## src/rtl/lenet_pool1_if.sv

```systemverilog
// Valid/ready pixel stream used on both sides of the LeNet S2 pooling stage.
// The producer drives valid/data and the consumer drives ready.
interface lenet_pool1_if #(
  parameter int DATA_WIDTH = 16
);
  logic                         valid;
  logic                         ready;
  logic signed [DATA_WIDTH-1:0] data;

  modport master (output valid, output data, input ready);
  modport slave  (input valid, input data, output ready);
endinterface

```

## src/rtl/lenet_pool1.sv

```systemverilog
// Streaming 2x2 / stride-2 pooling stage (LeNet S2).
// Raster-order pixels come in; pooled pixels go out, also in raster order.
// Each horizontal pair is combined as soon as its odd column arrives. The
// pair result from an even row is parked in a half-width line buffer and
// merged with the matching pair from the odd row below it, so only one row
// of partial results is ever stored.
module lenet_pool1 #(
  parameter int DATA_WIDTH = 16,
  parameter int IN_WIDTH   = 28,
  parameter int POOL_MODE  = 0    // 0 = max, 1 = average (floor)
) (
  input  logic           clk,
  input  logic           rst,
  lenet_pool1_if.slave   in_if,
  lenet_pool1_if.master  out_if,
  output logic           out_last,
  output logic           frame_done
);

  localparam int CW    = $clog2(IN_WIDTH);
  localparam int HALF  = IN_WIDTH / 2;
  localparam int HW    = (HALF > 1) ? $clog2(HALF) : 1;
  localparam int SUM_W = DATA_WIDTH + 2;  // holds the sum of four pixels
  localparam logic [CW-1:0] LAST_IDX = CW'(IN_WIDTH - 1);

  logic [CW-1:0]                col;
  logic [CW-1:0]                row;
  logic [HW-1:0]                col_half;
  logic signed [DATA_WIDTH-1:0] pair_reg;
  logic signed [SUM_W-1:0]      line_buf [HALF];

  logic                         out_valid_q;
  logic signed [DATA_WIDTH-1:0] out_data_q;

  logic                         in_ready;
  logic                         accept;
  logic                         out_xfer;
  logic                         load;
  logic                         buf_wr;
  logic signed [SUM_W-1:0]      lb_rd;
  logic signed [SUM_W-1:0]      pair_v;
  logic signed [SUM_W-1:0]      quad_v;
  logic signed [DATA_WIDTH-1:0] pooled;

  // A new beat may enter whenever the output register is empty or draining.
  assign in_ready     = !out_valid_q || out_if.ready;
  assign in_if.ready  = in_ready;
  assign accept       = in_if.valid && in_ready;
  assign out_xfer     = out_valid_q && out_if.ready;
  assign load         = accept && col[0] && row[0];
  assign buf_wr       = accept && col[0] && !row[0];
  assign col_half     = HW'(col >> 1);

  assign out_if.valid = out_valid_q;
  assign out_if.data  = out_data_q;

  // Combine the horizontal pair, then the pair with the stored row above.
  // NOTE: every always_comb output gets a default first so no path can leave
  // it unassigned and infer a latch.
  always_comb begin
    lb_rd  = line_buf[col_half];
    pair_v = '0;
    quad_v = '0;
    pooled = '0;
    if (POOL_MODE == 1) begin
      pair_v = SUM_W'(pair_reg) + SUM_W'(in_if.data);
      quad_v = lb_rd + pair_v;
      pooled = DATA_WIDTH'(quad_v >>> 2);
    end else begin
      pair_v = (in_if.data > pair_reg) ? SUM_W'(in_if.data) : SUM_W'(pair_reg);
      quad_v = (pair_v > lb_rd) ? pair_v : lb_rd;
      pooled = DATA_WIDTH'(quad_v);
    end
  end

  // Position counters, even-column pair latch and the output register.
  // NOTE: sequential state uses non-blocking assignments so every register
  // samples pre-edge values regardless of statement order.
  always_ff @(posedge clk) begin
    if (rst) begin
      col         <= '0;
      row         <= '0;
      pair_reg    <= '0;
      out_valid_q <= 1'b0;
      out_data_q  <= '0;
      out_last    <= 1'b0;
      frame_done  <= 1'b0;
    end else begin
      frame_done <= out_xfer && out_last;

      if (accept) begin
        if (!col[0]) begin
          pair_reg <= in_if.data;
        end
        if (col == LAST_IDX) begin
          col <= '0;
          row <= (row == LAST_IDX) ? '0 : row + 1'b1;
        end else begin
          col <= col + 1'b1;
        end
      end

      // A load in the same cycle as a transfer simply replaces the value.
      if (load) begin
        out_valid_q <= 1'b1;
        out_data_q  <= pooled;
        out_last    <= (row == LAST_IDX) && (col == LAST_IDX);
      end else if (out_xfer) begin
        out_valid_q <= 1'b0;
        out_last    <= 1'b0;
      end
    end
  end

  // Even-row pair results wait here for the odd row below them.
  // NOTE: the line buffer is deliberately not reset; an even row always
  // overwrites each entry before the odd row reads it.
  always_ff @(posedge clk) begin
    if (buf_wr) begin
      line_buf[col_half] <= pair_v;
    end
  end

endmodule

```

## src/flat_wrapper.sv

```systemverilog
// flat-port wrapper written by rule: the top's interface ports become plain ports
module lenet_pool1_flat 
#(
  parameter int DATA_WIDTH = 16,
  parameter int IN_WIDTH   = 28,
  parameter int POOL_MODE  = 0                                   
)
  (clk, rst, out_last, frame_done, in_if_valid, in_if_data, in_if_ready, out_if_valid, out_if_data, out_if_ready);
  lenet_pool1_if #(.DATA_WIDTH(DATA_WIDTH)) in_if_i ();
  lenet_pool1_if #(.DATA_WIDTH(DATA_WIDTH)) out_if_i ();
  input  logic clk;
  input  logic rst;
  output logic out_last;
  output logic frame_done;
  input wire logic [$bits(in_if_i.valid)-1:0] in_if_valid;
  input wire logic [$bits(in_if_i.data)-1:0] in_if_data;
  output wire logic [$bits(in_if_i.ready)-1:0] in_if_ready;
  output wire logic [$bits(out_if_i.valid)-1:0] out_if_valid;
  output wire logic [$bits(out_if_i.data)-1:0] out_if_data;
  input wire logic [$bits(out_if_i.ready)-1:0] out_if_ready;
  assign in_if_i.valid = in_if_valid;
  assign in_if_i.data = in_if_data;
  assign in_if_ready = in_if_i.ready;
  assign out_if_valid = out_if_i.valid;
  assign out_if_data = out_if_i.data;
  assign out_if_i.ready = out_if_ready;
  lenet_pool1 #(.DATA_WIDTH(DATA_WIDTH), .IN_WIDTH(IN_WIDTH), .POOL_MODE(POOL_MODE)) u_core (.clk(clk), .rst(rst), .in_if(in_if_i), .out_if(out_if_i), .out_last(out_last), .frame_done(frame_done));
endmodule
```

## config.mk

```make
export PLATFORM = sky130hd
export DESIGN_NAME = lenet_pool1_flat
export DESIGN_NICKNAME = d
export VERILOG_FILES = /design/src/rtl/lenet_pool1_if.sv /design/src/rtl/lenet_pool1.sv /design/src/flat_wrapper.sv
export SDC_FILE = /design/constraint.sdc
export NUM_CORES = 1
export LEC_CHECK = 0
export ABC_AREA = 1
export CAP_MARGIN = 20
export CORE_MARGIN = 5
export CORE_UTILIZATION = 55
export CTS_CLUSTER_SIZE = 30
export DETAILED_ROUTE_END_ITERATION = 16
export GPL_ROUTABILITY_DRIVEN = 0
export PLACE_DENSITY = 0.79
export SLEW_MARGIN = 20
export SYNTH_ARGS = -nofsm -noshare
export SYNTH_HDL_FRONTEND = slang
export SYNTH_SLANG_ARGS = --single-unit
```

## constraint.sdc

```tcl
create_clock -name clk -period 9.1 [get_ports clk]
set_clock_uncertainty 0.1 [all_clocks]
set_input_delay 1.365 -clock clk [delete_from_list [all_inputs] [get_ports clk]]
set_output_delay 1.365 -clock clk [all_outputs]
set_load 0.005 [all_outputs]
```

## Word level (Yosys, flattened, before mapping)

Memory sizes are Yosys's and may differ from the RTL's. A register that Yosys moved wholly into a read port is not among the register bits.
Cells that the tools add are included.

| operators by class | value |
|---|---|
| multipliers | 0 |
| reduce and logical (&&, ||, !) cells | 13 |
| shifts and indexed selects | 0 |
| divide/modulo/power cells | 0 |
| mux-type cells | 11 |
| equality and inequality tests | 2 |
| add/sub/neg operators | 2 |
| $lt $le $gt $ge | 2 |
| bitwise gates (word level) | 1 |

Operators with widths:

| operator | count |
|---|---|
| 18-bit greater-than comparator | 1 |
| 18-bit two-way mux | 1 |
| 16-bit greater-than comparator | 1 |
| 16-bit two-way mux | 1 |
| 5-bit by 1-bit adder with 5-bit output, second input constant | 2 |
| 5-bit == test, second input constant | 2 |
| 5-bit two-way mux | 2 |
| 4-bit two-way mux | 2 |
| 1-bit logical AND | 7 |
| 1-bit two-way mux | 5 |
| 2-bit AND reduction | 2 |
| 1-bit zero test | 2 |
| 2-bit nonzero test | 1 |
| 1-bit logical OR | 1 |
| 1-bit NOT | 1 |

| word-level totals | value |
|---|---|
| latch bits | 0 |
| memories | 1 |
| bits in writable memories | 252 |
| logic and storage cells | 39 |
| input bits | 20 |
| register bits | 45 |
| bits in read-only memories | 0 |

Memory list:

| memory | words | width | read ports | clocked after memory_dff | wr ports | RTL line | source |
|---|---|---|---|---|---|---|---|
| u_core.line_buf | 14 | 18 | 1 | 1 | 1 | lenet_pool1.sv:30 | `logic signed [SUM_W-1:0] line_buf [HALF];` |

## Longest topological paths before layout

Gate-level depths: netlist of the first run.

| logic depth | value |
|---|---|
| depth after elaboration | 7 |
| mapped depth | 29 |
| mapped depth without buffers | 27 |

## Worst setup path after synthesis of the first run

OpenSTA, ideal clock, no wires.

| path | value |
|---|---|
| kind | input-to-reg |
| start point | in in_if_data[15] |
| end point | reg u_core.out_data_q[11] (netlist: u_core.out_if.data[11]) |
| stages on the path | 23 |
| setup time | 136 ps |
| arrival time | 4295 ps |
| path buffers | 2 |
| path slack | 4569 ps |
| required time | 8864 ps |
| cells stage by stage | ha_1 nand2_2 inv_1 nand2_1 nand2_1 a21oi_1 nand3_2 nand2_1 nand3_2 buf_6 nand2_2 nand2_1 ha_1 nand2_1 nor3_2 nand4_1 nand3_1 nand2_1 nand2_2 buf_2 a21oi_1 nand2_1 a21oi_2 |

| on the way | value |
|---|---|
| cells in the longest elaborated chain, start to end | 4 |

RTL lines:

| what | RTL line | source |
|---|---|---|
| start, declared | flat_wrapper.sv:16 | `input wire logic [$bits(in_if_i.data)-1:0] in_if_data;` |
| 16-bit greater-than comparator | lenet_pool1.sv:70 | `pair_v = (in_if.data > pair_reg) ? SUM_W'(in_if.data) : SUM_W'(pair_reg);` |
| 18-bit two-way mux * | lenet_pool1.sv:70 |  |
| net u_core.pair_v[15] | lenet_pool1.sv:41 | `logic signed [SUM_W-1:0] pair_v;` |
| 18-bit greater-than comparator * | lenet_pool1.sv:71 | `quad_v = (pair_v > lb_rd) ? pair_v : lb_rd;` |
| 16-bit two-way mux * | lenet_pool1.sv:71 |  |
| end signal, assigned | lenet_pool1.sv:106 | `out_data_q <= pooled;` |
| end, declared | lenet_pool1.sv:33 | `logic signed [DATA_WIDTH-1:0] out_data_q;` |

Mark *: on every way through the listed nets, which the timed path passes. The rest lies on a longest branch.
A chain may end at the register's enable or synchronous reset.

## Worst setup path in the final report of the first run

| path | value |
|---|---|
| start point | in in_if_data[15] |
| end point | reg u_core.out_data_q[8] (netlist: u_core.out_if.data[8]) |

Same word-level chain as after synthesis.

==> run metrics, run 1 <==
Synth area leaders=edfxtp_1, dfxtp_1, nand2_1, a21oi_1, nor2_1; RSZ-0062 raised after global routing=false; Fmax=about 0.18 GHz; Final ANT Viol Nets=0; Setup TNS=0 ns; Worst-Margin Slew=1.10 ns; die width=159 um; MaxCap Viol Count=0; Slew HR=26.9%; # IOs=40; vias=~8400; Lkg Pwr=around 5 nW; first-pass GRT wire length=~44000 um; hold path depth=2; largest stage delay on the critical path=between 0.4 and 0.5 ns; Final Cycle Share=59.9%; CP endpoint kind=flip-flop; mapped cell area=between 10000 and 15000 um2; Req. time, crit path=around 9.4 ns; cell accounting for the most synthesized area=edfxtp_1; Reg area=roughly 7700 um2; Post-DP Area=roughly 13000 um2; main combinational cell family by area after synthesis=simple AND/OR/NAND/NOR gates; Pre-antenna DRT Iters=5; Synth cell types=37; CTS Hold Buffers Added=0; residual DRC count=0; pin count of the biggest net entering global routing=94; syn_area_per_cell=between 10 and 15 um2; Max Slew Vio Count=0; Buf+Inv Stages, Crit Path=3; H-tree levels=1; Hold/Removal Path Class=flip-flop to flip-flop; row count=54; I/O Buffers=39; clock sinks=approximately 270; fin crit period=between 5 and 6 ns; design area=about 14000 um2; DIE AREA=~25000 um2; CTS Buffer Depth=3; post-synthesis mux area share=0%; max FFs per register=approximately 220; Fill cells=roughly 1700; CP Cell Sequence=clkdlybuf4s50_1 -> ha_1 -> nand2_2 -> inv_1 -> nand2_1 -> nand2_1 -> a21oi_1 -> nand3_2 -> nand2_1 -> nand3_2 -> nand2_2 -> nand2_1 -> ha_1 -> nand2_1 -> nor3_2 -> nand4_1 -> nand4_1 -> nand2_2 -> inv_4 -> nand3_1 -> nand2_1 -> a21oi_1; Commonest cells post-synth=nand2_1, edfxtp_1, nor2_1; sequential area share after synthesis=between 60% and 70%; drt first-iter violations=approximately 780; WL per Instance=approximately 18 um; hpwl dp=roughly 16000 um; CP Data Arrival Time=5.70 ns; nets=1234; Peak VDD IR=about 0.15 mV; Compound-Gate Fraction of Synth Area=roughly 11%; final hold vios=0; WL final=roughly 27000 um; worst skew pair latency=0.53 ns; cts repair resizes=0; startpoint types=input port; number of global-route vias before repair=between 8000 and 9000; Reg2Reg Depth=20; pwr/cell area=~200 nW/um2; CTS tree=yes; crit-path max FO=17; outcome=completed; most frequent cell after synthesis=nand2_1; Core Box Area=about 22000 um2; XOR/XNOR Fraction of Synth Area=less than 1%; GR Util All Layers=a little over a fifth; delay-heaviest family, CP=simple AND/OR/NAND/NOR gates; postcts setup bufs=0; Remaining Overflow, GRT=0; top-area cell type share of the netlist area=between 50% and 60%; Multi-input gate area=3910 um2; CP Class=input port to flip-flop; Worst-path clk slew=0.06 ns; synthesized net count=1206; count of flip-flops with a built-in enable after synthesis=224; clock root cell=clkbuf_16; CP most frequent cell=nand2_1; CTS Buf Count=27; crit path max-delay cell type=ha_1; Synth Area in Simple Gates=~17%; Area Growth Syn to Fin=11.5%; adder-cell share of the synthesized area=around 3.5%; share of post-route cells with drive strength above 1=roughly 11%; die span in y=between 150 and 200 um; initial core utilization=about 56%; Gate Count Post-Synth=approximately 1200; Antenna diodes=0; Crit path depth=22; count of final setup violators=0; Synth Flop Type=edfxtp_1; synth warn=0; Yosys reg bits=between 200 and 300; post-synthesis async set-or-reset flop share=0%; Via density=approximately 5.7; initial antenna violation count=0
==> cells by family after synthesis <==
group | after synthesis
AOI/OAI and AO/OA | 240
xor gates and xnor gates | 2
adders and majority gates | 34
buffers and inverters | 132
DFF | 273
and+or+nand+nor | 471
==> cell type report <==
type | instances | area share, %
Sequential cell | 273 | 56.7
Multi-Input combinational cell | 747 | 28.8
Clock buffer | 28 | 5.00
Timing Repair Buffer | 59 | 3.98
Tap cell | 280 | 2.58
Inverter | 72 | 2.01
Clock inverter | 20 | 0.966
==> per-stage QoR <==
step                total power, mW  worst slack, ns  cells  hold slack, ns  utilization (%)
floorplan                      1.67             4.57   1152           0.348                -
global placement               1.74             3.44   1431           0.348             58.6
detailed placement             1.75             3.19   1431           0.354             58.6
CTS                            2.76             3.71   1479           0.369             62.3
global route                   2.85             3.32   1479           0.393             62.3
finish                         2.75             3.65   1479           0.370             62.3
==> tightest hold or removal path, stage by stage (launching register included) <==
cell and delay (ns):
dfxtp_1 0.33, nand2_1 0.07, nor2_1 0.03
==> cell usage in the layout (no fill, tap or decap), types with 2 or more instances in the layout <==
| cell type | n |
|---|---|
| inv_2 | 16 |
| o211ai_1 | 40 |
| o21ai_1 | 3 |
| nand3_1 | 50 |
| nand2_2 | 13 |
| inv_1 | 54 |
| dfxtp_1 | 47 |
| a21oi_1 | 94 |
| xor2_1 | 2 |
| a21o_1 | 2 |
| clkdlybuf4s50_1 | 39 |
| nand2_4 | 2 |
| clkinvlp_4 | 4 |
| o31ai_1 | 8 |
| nand3_2 | 18 |
| dfxtp_2 | 2 |
| nand4_1 | 7 |
| o21bai_1 | 2 |
| ha_1 | 34 |
| edfxtp_1 | 224 |
| buf_4 | 20 |
| nor2_1 | 124 |
| clkinv_1 | 10 |
| nor3_2 | 5 |
| nor3b_1 | 2 |
| clkinv_2 | 3 |
| clkbuf_16 | 27 |
| a21oi_2 | 10 |
| nand2_1 | 243 |
| o21ai_0 | 81 |
| nor3_1 | 2 |
==> power by group <==
part | switching (mW) | total (mW) | internal, mW
Clock | 0.449 | 1.02 | 0.568
Combinational | 0.232 | 0.318 | 0.0863
Sequential | 0.00610 | 1.41 | 1.41
==> path summary, 6_finish.rpt <==
kind              startpoint                     to  slack [ns]
min          u_core.out_last      u_core.frame_done        0.37
max reg2reg        flip-flop  u_core.out_if.data[8]        4.59
max           in_if_data[15]  u_core.out_if.data[8]        3.65
min reg2reg  u_core.out_last      u_core.frame_done        0.37
==> metal layers <==
metal / part of all wire, % / GRT usage (%) / up-vias
li1: - / - / 4068
met1: 42 / 30.4 / 3925
met2: 47 / 34.2 / 341
met3: 9.1 / 3.78 / 37
met4: 1.5 / 3.53 / 0
met5: 0 / 0 / -
Power figures use the tool's default switching activity.
==> run 2: changes to the inputs <==
Clock period 9.1 ns to 5.42 ns, I/O delays scaled along.
==> run 2 against run 1 <==
  * Cell area increased by 2.3%
  * Cell count increased by 1.4%
  * Sequential share of layout area decreased by 1.3 points
  * Total power increased by 80%
  * Critical path depth unchanged
  * Core utilization increased by 1.4 points
  * Clock-buffer cell count increased by 12
  * First-iteration DRC count increased by 23%
  * Worst hold slack improved by 0.012 ns
  * Critical path type unchanged
  * Largest power group unchanged
==> run metrics, run 2 (synthesis gave the netlist of run 1 again) <==
outcome=completed; Reg area=7710 um2 (unchanged); postcts setup bufs=0 (unchanged); delay-heaviest family, CP=simple AND/OR/NAND/NOR gates; die width=159 um (unchanged); startpoint types=input port; initial core utilization=55.9% (unchanged); # IOs=40 (unchanged); CP endpoint kind=flip-flop; Max Slew Vio Count=0 (unchanged); count of final setup violators=0 (unchanged); Remaining Overflow, GRT=0 (unchanged); I/O Buffers=39 (unchanged); vias=8714 (+4.1%); max FFs per register=224 (unchanged); Via density=5.81 (+2.6%); pwr/cell area=355 nW/um2 (+76%); share of post-route cells with drive strength above 1=12.5% (+1.8 points); MaxCap Viol Count=0 (unchanged); hpwl dp=17000 um (+3.6%); nets=1252 (+1.5%); met1 usage=30.8% (+0.42 points); Final Cycle Share=between 80 and 90%; pin count of the biggest net entering global routing=97 (+3.2%); RSZ-0062 raised after global routing=false; GR Util All Layers=22.2% (+1.2 points); residual DRC count=0 (unchanged); Buf+Inv Stages, Crit Path=3 (unchanged); largest stage delay on the critical path=0.45 ns (-0.04 ns); Fill cells=1646 (-2.5%); die span in y=159 um (unchanged); design area=13900 um2 (+2.3%); first-pass GRT wire length=45200 um (+3.9%); GRT met3 Usage=3.47% (-0.31 points); number of global-route vias before repair=8398 (+4.3%); clock root cell=clkbuf_16; clock sinks=273 (unchanged); row count=54 (unchanged); crit-path max FO=17 (unchanged); Slew HR=23.5% (-3.3 points); Final ANT Viol Nets=0 (unchanged); crit path max-delay cell type=clkdlybuf4s50_1; CTS tree=yes; worst skew pair latency=0.53 ns (about the same); Pre-antenna DRT Iters=5 (unchanged); fin crit period=between 4 and 5 ns; cts repair resizes=0 (unchanged); WL per Instance=19.6 um (+6.3%); Multi-input gate area=3910 um2 (unchanged); CP Class=input port to flip-flop; DIE AREA=25200 um2 (unchanged); GRT busiest layer=met2; Hold/Removal Path Class=flip-flop to flip-flop; Worst-Margin Slew=1.15 ns (+0.0501 ns); CTS Buffer Depth=3 (unchanged); Fmax=0.224 GHz; Lkg Pwr=5.23 nW (+3.7%); Req. time, crit path=5.74 ns (-3.62 ns); initial antenna violation count=0 (unchanged); drt first-iter violations=961 (+23%); CP Cell Sequence=clkdlybuf4s50_1 -> ha_1 -> nand2_2 -> inv_1 -> nand2_1 -> nand2_1 -> a21oi_1 -> nand3_2 -> nand2_1 -> nand3_2 -> nand2_1 -> nand2_1 -> ha_1 -> nand2_1 -> nor3_2 -> nand4_1 -> nand4_1 -> nand2_2 -> inv_4 -> nand3_1 -> nand2_1 -> a21oi_2; final hold vios=0 (unchanged); H-tree levels=1 (unchanged); WL final=29400 um (+7.8%); commonest non-fill, non-tap cell in the layout=nand2_1; Setup TNS=0 ns (unchanged); Area Growth Syn to Fin=14.1%; Post-DP Area=12900 um2 (+1.1%); Peak VDD IR=0.261 mV (+78%); Antenna diodes=0 (unchanged); CP most frequent cell=nand2_1; CTS Buf Count=28 (+3.7%); Worst-path clk slew=0.06 ns (about the same); CP Data Arrival Time=4.79 ns (-0.91 ns); met2 Track Usage GR=36.6% (+2.4 points); Core Box Area=21800 um2 (unchanged); CTS Hold Buffers Added=0 (unchanged); most frequent cells in the layout=nand2_1, edfxtp_1, nor2_1
run 2: cell count changes in the layout (fill, tap and decap cells not counted), moves of 2 or more:
| cell | previous run | this run |
|---|---|---|
| buf_4 | 20 | 36 |
| bufinv_16 | 1 | 3 |
| clkbuf_1 | 1 | 5 |
| clkbuf_16 | 27 | 30 |
| clkbuf_8 | 0 | 5 |
| clkinv_1 | 10 | 2 |
| clkinvlp_4 | 4 | 1 |
run 2: worst paths after layout:
check	to	depth (start not counted)	slack, ns	start
hold reg to reg	u_core.pair_reg[8]	2	0.38	u_core.pair_reg[8]
hold / removal	u_core.pair_reg[8]	2	0.38	u_core.pair_reg[8]
setup / recovery	u_core.out_if.data[1]	22	0.95	in_if_data[15]
setup reg to reg	u_core.out_if.data[1]	22	1.32	u_core.pair_reg[15]
run 2: worst min-delay path, stage by stage, from the launching register on:
cell and delay [ns]:
dfxtp_1 0.31, inv_1 0.07, a21oi_1 0.06
run 2: report_power, final:
group	leakage, nW	total [mW]	internal (mW)	switching (mW)
Clock	0.478	2.01	1.22	0.789
Sequential	2.44	2.37	2.36	0.0107
Combinational	2.31	0.565	0.169	0.395
run 2: stage by stage:
step | cells | hold slack, ns | util [%] | setup WS, ns | power (mW)
floorplan | 1152 | 0.348 | - | 1.44 | 2.81
global placement | 1448 | 0.349 | 59.2 | 0.507 | 2.95
detailed placement | 1448 | 0.373 | 59.2 | 0.449 | 2.97
CTS | 1500 | 0.383 | 63.7 | 0.997 | 4.96
global route | 1500 | 0.394 | 63.7 | 0.523 | 5.10
finish | 1500 | 0.382 | 63.7 | 0.948 | 4.94
run 2: layer usage:
metal,vias to the layer above,wire length [um]
li1,4104,-
met1,4110,11900
met2,427,13900
met3,73,2840
met4,0,788
met5,-,0
run 2: cell type report:
| type | count | share of cell area (%) |
|---|---|---|
| sequential | 273 | 55.5 |
| multi-input combinational | 747 | 28.1 |
| clock buffer | 40 | 6.03 |
| timing repair buffer | 76 | 4.90 |
| tap | 280 | 2.52 |
| inverter | 72 | 1.96 |
| clock inverter | 12 | 1.03 |
==> run 3: changes to the inputs <==
Clock period 5.42 ns to 4.3 ns, I/O delays scaled along.
==> run 3 against run 2 <==
  * Total power is 18% higher
  * Cell count grew 0.40%
  * Critical endpoint is now u_core.out_if.data[14]
  * Via count grew 1.2%
  * Highest routed layer unchanged
  * Die area is the same
  * Clock power grew 2%
  * Sequential share of layout area grew 0.42 points
  * Sequential power is 26% higher
  * Sequential cell count stayed put
==> run metrics, run 3 (synthesis gave the netlist of run 1 again) <==
number of global-route vias before repair=8679 (+3.3%); crit path max-delay cell type=clkdlybuf4s50_1; clock root cell=clkbuf_16; fin crit period=~4 ns; Post-DP Area=13000 um2 (+0.95%); GR Util All Layers=22.0% (-0.21 points); initial core utilization=55.9% (unchanged); row count=54 (unchanged); CP Class=input port to flip-flop; CTS Hold Buffers Added=0 (unchanged); pin count of the biggest net entering global routing=57 (-41%); residual DRC count=0 (unchanged); design area=13800 um2 (-0.76%); CTS tree=yes; Reg2Reg Depth=20 (-9.1%); Min Hold Slack=0.367 ns (-0.0151 ns); startpoint types=input port; CP endpoint kind=flip-flop; WL final=28500 um (-3.1%); Via density=5.85 (+0.78%); Reg area=7710 um2 (unchanged); Setup TNS=0 ns (unchanged); CTS Buffer Depth=3 (unchanged); die span in y=159 um (unchanged); crit-path max FO=16 (-1); Crit path depth=20 (-9.1%); met1 usage=29.8% (-0.99 points); met2 Track Usage GR=36.7% (+0.15 points); Lkg Pwr=5.19 nW (-0.87%); Hold/Removal Path Class=flip-flop to flip-flop; Core Box Area=21800 um2 (unchanged); hold path depth=2 (unchanged); Final ANT Viol Nets=0 (unchanged); largest stage delay on the critical path=0.44 ns (about the same); CTS Buf Count=27 (-3.6%); final hold vios=0 (unchanged); initial antenna violation count=0 (unchanged); GRT met3 Usage=3.68% (+0.21 points); Pre-antenna DRT Iters=6 (+1); GRT busiest layer=met2; WL per Instance=18.9 um (-3.5%); pwr/cell area=421 nW/um2 (+18%); Final Cycle Share=92.6%; R2R setup slack=0.49 ns (-0.83 ns); max FFs per register=224 (unchanged); postcts setup bufs=0 (unchanged); Worst-Margin Slew=0.909 ns (-0.237 ns); hpwl dp=17800 um (+5.0%); drt first-iter violations=885 (-7.9%); H-tree levels=1 (unchanged); Fill cells=1661 (+0.91%); Multi-input gate area=3910 um2 (unchanged); share of post-route cells with drive strength above 1=12.3% (-0.22 points); Max Slew Vio Count=0 (unchanged); clock sinks=273 (unchanged); CP Cell Sequence=clkdlybuf4s50_1 -> ha_1 -> a21oi_1 -> nand2_1 -> a21oi_1 -> nand3_2 -> nand2_1 -> nand2_4 -> nand3_2 -> nand2_1 -> ha_1 -> nand2_1 -> nor3_2 -> nand4_1 -> nand4_1 -> nand2_2 -> buf_4 -> a21oi_1 -> nand2_1 -> a21oi_2; MaxCap Viol Count=0 (unchanged); CP Data Arrival Time=4.34 ns (-0.45 ns); RSZ-0062 raised after global routing=false; I/O Buffers=39 (unchanged); delay-heaviest family, CP=simple AND/OR/NAND/NOR gates; CP most frequent cell=nand2_1; Remaining Overflow, GRT=0 (unchanged); DIE AREA=25200 um2 (unchanged); Req. time, crit path=4.65 ns (-1.09 ns); Slew HR=39.2% (+16 points); vias=8817 (+1.2%); Peak VDD IR=0.320 mV (+23%); die width=159 um (unchanged); # IOs=40 (unchanged); Fmax=about 0.25 GHz; Worst-path clk slew=0.06 ns (about the same); cts repair resizes=0 (unchanged); outcome=completed; Antenna diodes=0 (unchanged); commonest non-fill, non-tap cell in the layout=nand2_1; Buf+Inv Stages, Crit Path=2 (-1); count of final setup violators=0 (unchanged); most frequent cells in the layout=nand2_1, edfxtp_1, nor2_1; worst skew pair latency=0.52 ns (about the same); first-pass GRT wire length=45500 um (+0.63%); Area Growth Syn to Fin=13.2%; nets=1264 (+0.96%)
-- run 3: worst register-to-register path: cells and delay by family, from the launching register on --
family	cells	cell delay (ns)
and+or+nand+nor	12	1.57
AOI/OAI and AO/OA	4	0.75
adders and majority gates	2	0.70
DFF	1	0.36
buffers and inverters	2	0.25
-- run 3: path summary, 6_finish.rpt --
check	endpoint	from
worst max-delay path	u_core.out_if.data[14]	in_if_data[15]
worst min-delay path	u_core.frame_done	u_core.out_last
worst max register to register	u_core.out_if.data[14]	u_core.pair_reg[15]
worst min register to register	u_core.frame_done	u_core.out_last
-- run 3: through the flow --
step | worst slack (ns) | power [mW] | utilization, % | cells
floorplan | 0.489 | 3.54 | - | 1152
global placement | 0.0811 | 3.77 | 59.8 | 1461
detailed placement | -0.0927 | 3.79 | 59.8 | 1461
CTS | 0.421 | 5.82 | 63.2 | 1506
global route | 0.118 | 6.02 | 63.2 | 1506
finish | 0.318 | 5.81 | 63.2 | 1506
-- run 3: report_power, final --
| group | leakage (nW) | internal (mW) | switching (mW) |
|---|---|---|---|
| logic | 2.38 | 0.237 | 0.516 |
| registers | 2.44 | 2.97 | 0.0147 |
| clock network | 0.364 | 1.14 | 0.924 |
| total | 5.19 | 4.35 | 1.46 |
-- run 3: final cells by class --
type	count	share of cell area [%]
timing repair buffer	89	5.82
clock inverter	12	0.399
sequential	273	55.9
inverter	72	1.98
tap	280	2.54
multi-input combinational	747	28.3
clock buffer	33	5.06
-- run 3: per-layer routing --
metal,part of all wire (%),vias up
met4,2.8,0
met3,9.1,68
met5,0,-
met1,40,4196
li1,-,4129
met2,48,424
